==> src/rtl/tanh_iter_sequencer.sv <==
`default_nettype none
// ============================================================================
// Module   : tanh_iter_sequencer
// Purpose  : Control FSM that loads an operand, handshakes with the busy-flag
//            selector, steps N_ITER tanh iterations and presents the result.
// Revision : 1.0
// ============================================================================
module tanh_iter_sequencer #(
    parameter int N_ITER = 8,
    parameter int CNT_W  = 4
) (
    input  logic             clock,
    input  logic             reset_b,
    input  logic             in_valid,
    output logic             in_ready,
    input  logic             abort,
    input  logic             sel_state,
    output logic             sel_mux1,
    output logic             sel_mux2,
    output logic             load_en,
    output logic             iter_en,
    output logic [CNT_W-1:0] iter_idx,
    output logic             out_valid,
    input  logic             out_ready
);

    typedef enum logic [2:0] {
        S_IDLE    = 3'd0,
        S_ARM     = 3'd1,
        S_ITER    = 3'd2,
        S_HOLD    = 3'd3,
        S_RELEASE = 3'd4
    } state_t;

    localparam logic [CNT_W-1:0] c_LAST_IDX = CNT_W'(N_ITER - 1);
    localparam logic [CNT_W-1:0] c_IDX_ONE  = {{(CNT_W-1){1'b0}}, 1'b1};

    state_t           r_state;
    state_t           w_state_nxt;
    logic [CNT_W-1:0] r_idx;
    logic [CNT_W-1:0] w_idx_nxt;
    logic             r_mux1_q;

    always_ff @(posedge clock or posedge reset_b) begin
        if (reset_b) begin
            r_state  <= S_IDLE;
            r_idx    <= '0;
            r_mux1_q <= 1'b0;
        end else begin
            r_state  <= w_state_nxt;
            r_idx    <= w_idx_nxt;
            r_mux1_q <= sel_mux1;
        end
    end

    always_comb begin
        w_state_nxt = r_state;
        w_idx_nxt   = '0;
        in_ready    = 1'b0;
        load_en     = 1'b0;
        sel_mux1    = 1'b0;
        sel_mux2    = 1'b0;
        iter_en     = 1'b0;
        out_valid   = 1'b0;
        case (r_state)
            S_IDLE: begin
                in_ready = 1'b1;
                // Gated by reset so no load is requested until reset releases.
                load_en  = in_valid & ~reset_b;
                sel_mux1 = load_en;
                if (load_en) begin
                    w_state_nxt = S_ARM;
                end
            end
            S_ARM: begin
                sel_mux1 = 1'b1;
                if (abort) begin
                    w_state_nxt = S_RELEASE;
                end else if (sel_state) begin
                    w_state_nxt = S_ITER;
                end
            end
            S_ITER: begin
                iter_en = 1'b1;
                if (abort) begin
                    w_state_nxt = S_RELEASE;
                end else if (r_idx == c_LAST_IDX) begin
                    w_state_nxt = S_HOLD;
                end else begin
                    w_idx_nxt = r_idx + c_IDX_ONE;
                end
            end
            S_HOLD: begin
                out_valid = 1'b1;
                sel_mux2  = out_ready;
                if (abort || out_ready) begin
                    w_state_nxt = S_RELEASE;
                end
            end
            S_RELEASE: begin
                sel_mux2 = 1'b1;
                // A request raised last cycle may still be landing in the selector.
                if (!sel_state && !r_mux1_q) begin
                    w_state_nxt = S_IDLE;
                end
            end
            default: begin
                w_state_nxt = S_IDLE;
            end
        endcase
    end

    assign iter_idx = r_idx;

endmodule
`default_nettype wire

==> config.mk <==
export PLATFORM = sky130hd
export DESIGN_NAME = tanh_iter_sequencer
export DESIGN_NICKNAME = d
export VERILOG_FILES = /design/src/rtl/tanh_iter_sequencer.sv
export SDC_FILE = /design/constraint.sdc
export NUM_CORES = 1
export LEC_CHECK = 0
export CAP_MARGIN = 20
export CORE_AREA = 2 2 39 41
export CTS_CLUSTER_SIZE = 30
export DETAILED_ROUTE_END_ITERATION = 10
export DIE_AREA = 0 0 41 43
export PLACE_DENSITY_LB_ADDON = 0.05
export SLEW_MARGIN = 30
export SYNTH_ARGS = -nofsm -noshare
export SYNTH_HDL_FRONTEND = slang
export SYNTH_SLANG_ARGS = --single-unit
==> constraint.sdc <==
create_clock -name clock -period 2.2 [get_ports clock]
set_clock_uncertainty 0.2 [all_clocks]
set_input_delay 0.55 -clock clock [delete_from_list [all_inputs] [get_ports clock]]
set_output_delay 0.55 -clock clock [all_outputs]
set_load 0.03 [all_outputs]
Word level (Yosys, flattened, before mapping):

Cells that the tools add are included.

* memories kept: 0
* bits in latches: 0
* output and inout port bits: 10
* bits in read-only memories: 0
* register bits after elaboration: 8
* memory bits (writable): 0

* reduce and logical (&&, ||, !) cells: 6
* $mul: 0
* add/sub/neg operators: 1
* shift-type cells: 0
* equal/unequal tests: 10
* bitwise gates (word level): 2
* magnitude comparators: 0
* divide/modulo/power cells: 0
* muxes and demuxes: 17

Operators by type and width (count)
* 3-bit two-way mux: 7
* 3-bit one-hot mux with 5 select lines: 1
* 4-bit two-way mux: 3
* 3-bit by 2-bit == test with 1-bit output, second input constant: 2
* 2-bit inequality test, second input constant: 3
* 3-bit inequality test, second input constant: 2
* 5-bit AND reduction: 1
* 4-bit by 1-bit adder with 4-bit output, second input constant: 1
* 4-bit by 3-bit == test with 1-bit output, second input constant: 1
* 1-bit two-way mux: 4
* 1-bit one-hot mux with 2 select lines: 2
* 3-bit by 1-bit == test with 1-bit output, second input constant: 1
* 3-bit == test, second input constant: 1
* 3-bit logical NOT: 1
* 1-bit logical NOT: 2
* 1-bit AND: 1
* 1-bit logical AND: 1
* 1-bit logical OR: 1
* 1-bit inverter: 1

Depth between registers and ports, before layout:

* word-level depth: 4
* depth in mapped cells: 6
* depth with buffers taken out: 5

Least setup slack after synthesis:

No wires, ideal clock.

* kind: reg2out
* from: register r_state[0]
* to: output port sel_mux1
* stages on the path, launching flop included: 4
* required time: 1450 ps
* path buffers: 1
* data arrival time: 1622 ps
* setup slack: -172 ps
* path through: dfrtp_1 buf_6 or3_4 o21ai_0

* longest elaborated chain between the ends: 2
* elaborated cells on any way between the ends: 3
* those cells by class: eq/ne (1); mux (1); reduce/logical (1)

RTL lines
* from (decl): line 38 `state_t r_state;`
* from (signal assigned): line 50 `r_state <= w_state_nxt;`
* 3-bit by 1-bit == test with 1-bit output or 3-bit logical NOT (tied branches): line 65 `case (r_state)`
* 1-bit one-hot mux with 2 select lines (*): line 65
* to (decl): line 18 `output logic sel_mux1,`

Mark *: on every way between the ends. The rest lies on a longest branch, timed or not.

Worst setup path in the final report:

* from: register r_state[2]
* to: output port sel_mux1

The elaborated chain is that of the path after synthesis.

==> out/metrics.cfg <==
[critical_path]
worstPathRequired_ps=1450
worstPathMaxFanout=6
cp-start-kind=register
end_kind=primary output
path_class=reg -> out
worstPathArrival_ps=1420

[cts]
path_clk_slew_ps=50
root_buffer=clkbuf_4
cts_sinks=8
ctsLongestPathBuffers=2
cts_buffers=3
clk_latency_ps=240
cts_tree=built
htreeDepth=1
hold_buffers=0

[sta]
min_period_ps=2167
max_slew_margin_pct=78.50
fin_tns_setup_ps=0
slew_violations=0
max_freq_ghz=0.4616
rsz0062_at_grt=yes
tightest_slew_ps=320.4
finalHoldViolations=0
setup_viol_count_final=0
timing.final.crit_share_pct=98.48

[power]
power.switching_uw=385.8
power_frac_clock_pct=11.1
total_power_uw=977.2
power_leakage_nw=0.3761
swShare_pct=39.49
vdd_ir_drop_max_mv=0.5180
seqPwrFrac_pct=22.8
internal_power_uw=591.3
combPwrFrac_pct=66.2
powerDensity_nw_per_um2=1282

[drt]
ant_nets=0
first_pass_iters=2
viasPerCell=4.784
wire_per_inst_um=11.55
drc=0
vias=421
wirelength_um=1016
drtIter0Drc=1

[global_routing]
grt_usage_pct=13.40
gr-total-overflow=0
grt_util_met2_pct=22.19
grt_pass1_vias=409
globalRouteMet1Util_pct=16.33
antenna_found_initial=0
grt_pass1_wl_um=1593
globalRouteMet3Util_pct=3.141
busiest_layer=met2
grt_max_degree=9

[synth]
synthTopCellsByArea=dfrtp_1, nand4_4, xor2_1
syn_avg_cell_area_um2=10.80
ys_seq_area_share_pct=40.30
synth-edff-count=0
syn_inst=46
synth_top_area_share_pct=40.30
async_flop_share_pct=100.0
synth_area_leader_cell=dfrtp_1
synth-main-ff-cell=dfrtp_1
netlist_area_um2=496.7
ys_types=31
ys_ff_latch=8
synth.most_common_cell=dfrtp_1
synth_common_cells=dfrtp_1, nor2_1
synth_nets=53
yosysWarnings=0

[floorplan]
fp.dieW_um=41
initial_core_util_pct=35.90
die_h_um=43
pin_count=16
coreArea_um2=1384
floorplan.die_area_um2=1763
std_cell_rows=14

[cells_and_area]
fin_nets=81
fillers=131
layout-drive-gt1-share_pct=43.06
synthToLayoutAreaGrowth_pct=53.40
antenna_cells=0
final_cells=88

[min_path]
min_path_type=in -> async

[placement]
hpwl_um=807.7
io_buffers=15
dpl.cell_count=82
globalplace.congestion=0.7166

[flow_run]
maxCapViolations=0

[status]
status=completed

## logic make-up after synthesis
| group | after synthesis | share of synthesized area, % |
|---|---|---|
| simple gates | 20 | 29.72 |
| flops | 8 | 40.30 |
| mux | 1 | 3.022 |
| fa+ha+maj | 1 | 2.518 |
| xor+xnor | 3 | 5.291 |
| compound gates | 9 | 14.36 |
| buf+inv | 4 | 4.783 |
## per-stage QoR
step                area (µm²)  hold slack, ps  util (%)  setup WS [ps]
global placement         693.2           280.9     50.09         -202.7
finish                   762.0           195.3     55.06          33.42
floorplan                496.7           165.7         -          74.35
detailed placement       693.2           274.4     50.09         -210.8
global route             762.0           214.6     55.06         -30.16
CTS                      743.2           207.8     53.71          4.268
## metal layers
layer	share of wire [%]	routed length (µm)
met3	3.9	40
met1	43	436
met2	53	539
met4	0	0
met5	0	0
## power groups by stage
stage	Clock, mW	Combinational (mW)	Sequential (mW)
2_1_floorplan	0	0.406	0.219
3_3_place_gp	0	0.594	0.224
3_5_place_dp	0	0.592	0.223
4_1_cts	0.111	0.626	0.218
5_1_grt	0.124	0.700	0.228
6_report	0.108	0.647	0.223
## cell usage in the layout, fill, tap and decap left out, types with 2 or more instances in the layout
cell and n:
or2_2 2, dlygate4sd2_1 4, clkdlybuf4s50_1 7, clkbuf_4 3
nor2_1 4, buf_4 12, dfrtp_1 8, and2_1 2
xor2_1 2, buf_6 2, nand2_1 2
## cell type report
cell class	instances	area (µm²)	area share, %
timing repair buffer	25	217.7	28.57
clock buffer	3	22.52	2.956
tap	16	20.02	2.627
multi-input combinational	34	294.0	38.59
inverter	2	7.507	0.9852
sequential	8	200.2	26.27
## registers in the layout (all words and copies together), names as in the netlist
signal	count
r_mux1_q	1
r_state	3
iter_idx	4
## final timing paths
kind | end | depth (start not counted) | from | slack [ps]
worst max-delay path | sel_mux1 | 4 | r_state[2] | 30
worst min-delay path | iter_idx[2] | 2 | reset_b | 200
worst max register to register | r_state[0] | 5 | r_state[2] | 370
worst min register to register | iter_idx[0] | 1 | iter_idx[0] | 290
max in group asynchronous | r_state[2] | 2 | reset_b | 1370
min in group clock | iter_idx[0] | 1 | iter_idx[0] | 290
## what timing repair did
item	in CTS	in global routing
pin swaps	3	0
gates cloned	0	0
endpoints found under the hold margin	0	0
buffers inserted	3	0
setup endpoints to repair	4	3
gates resized for setup	7	4
## worst max-delay path, stage by stage, from the launching register on
cell and delay, ps:
dfrtp_1 380, buf_6 140, or3_4 360, o21ai_4 150, buf_6 150
Power figures use the tool's default switching activity.
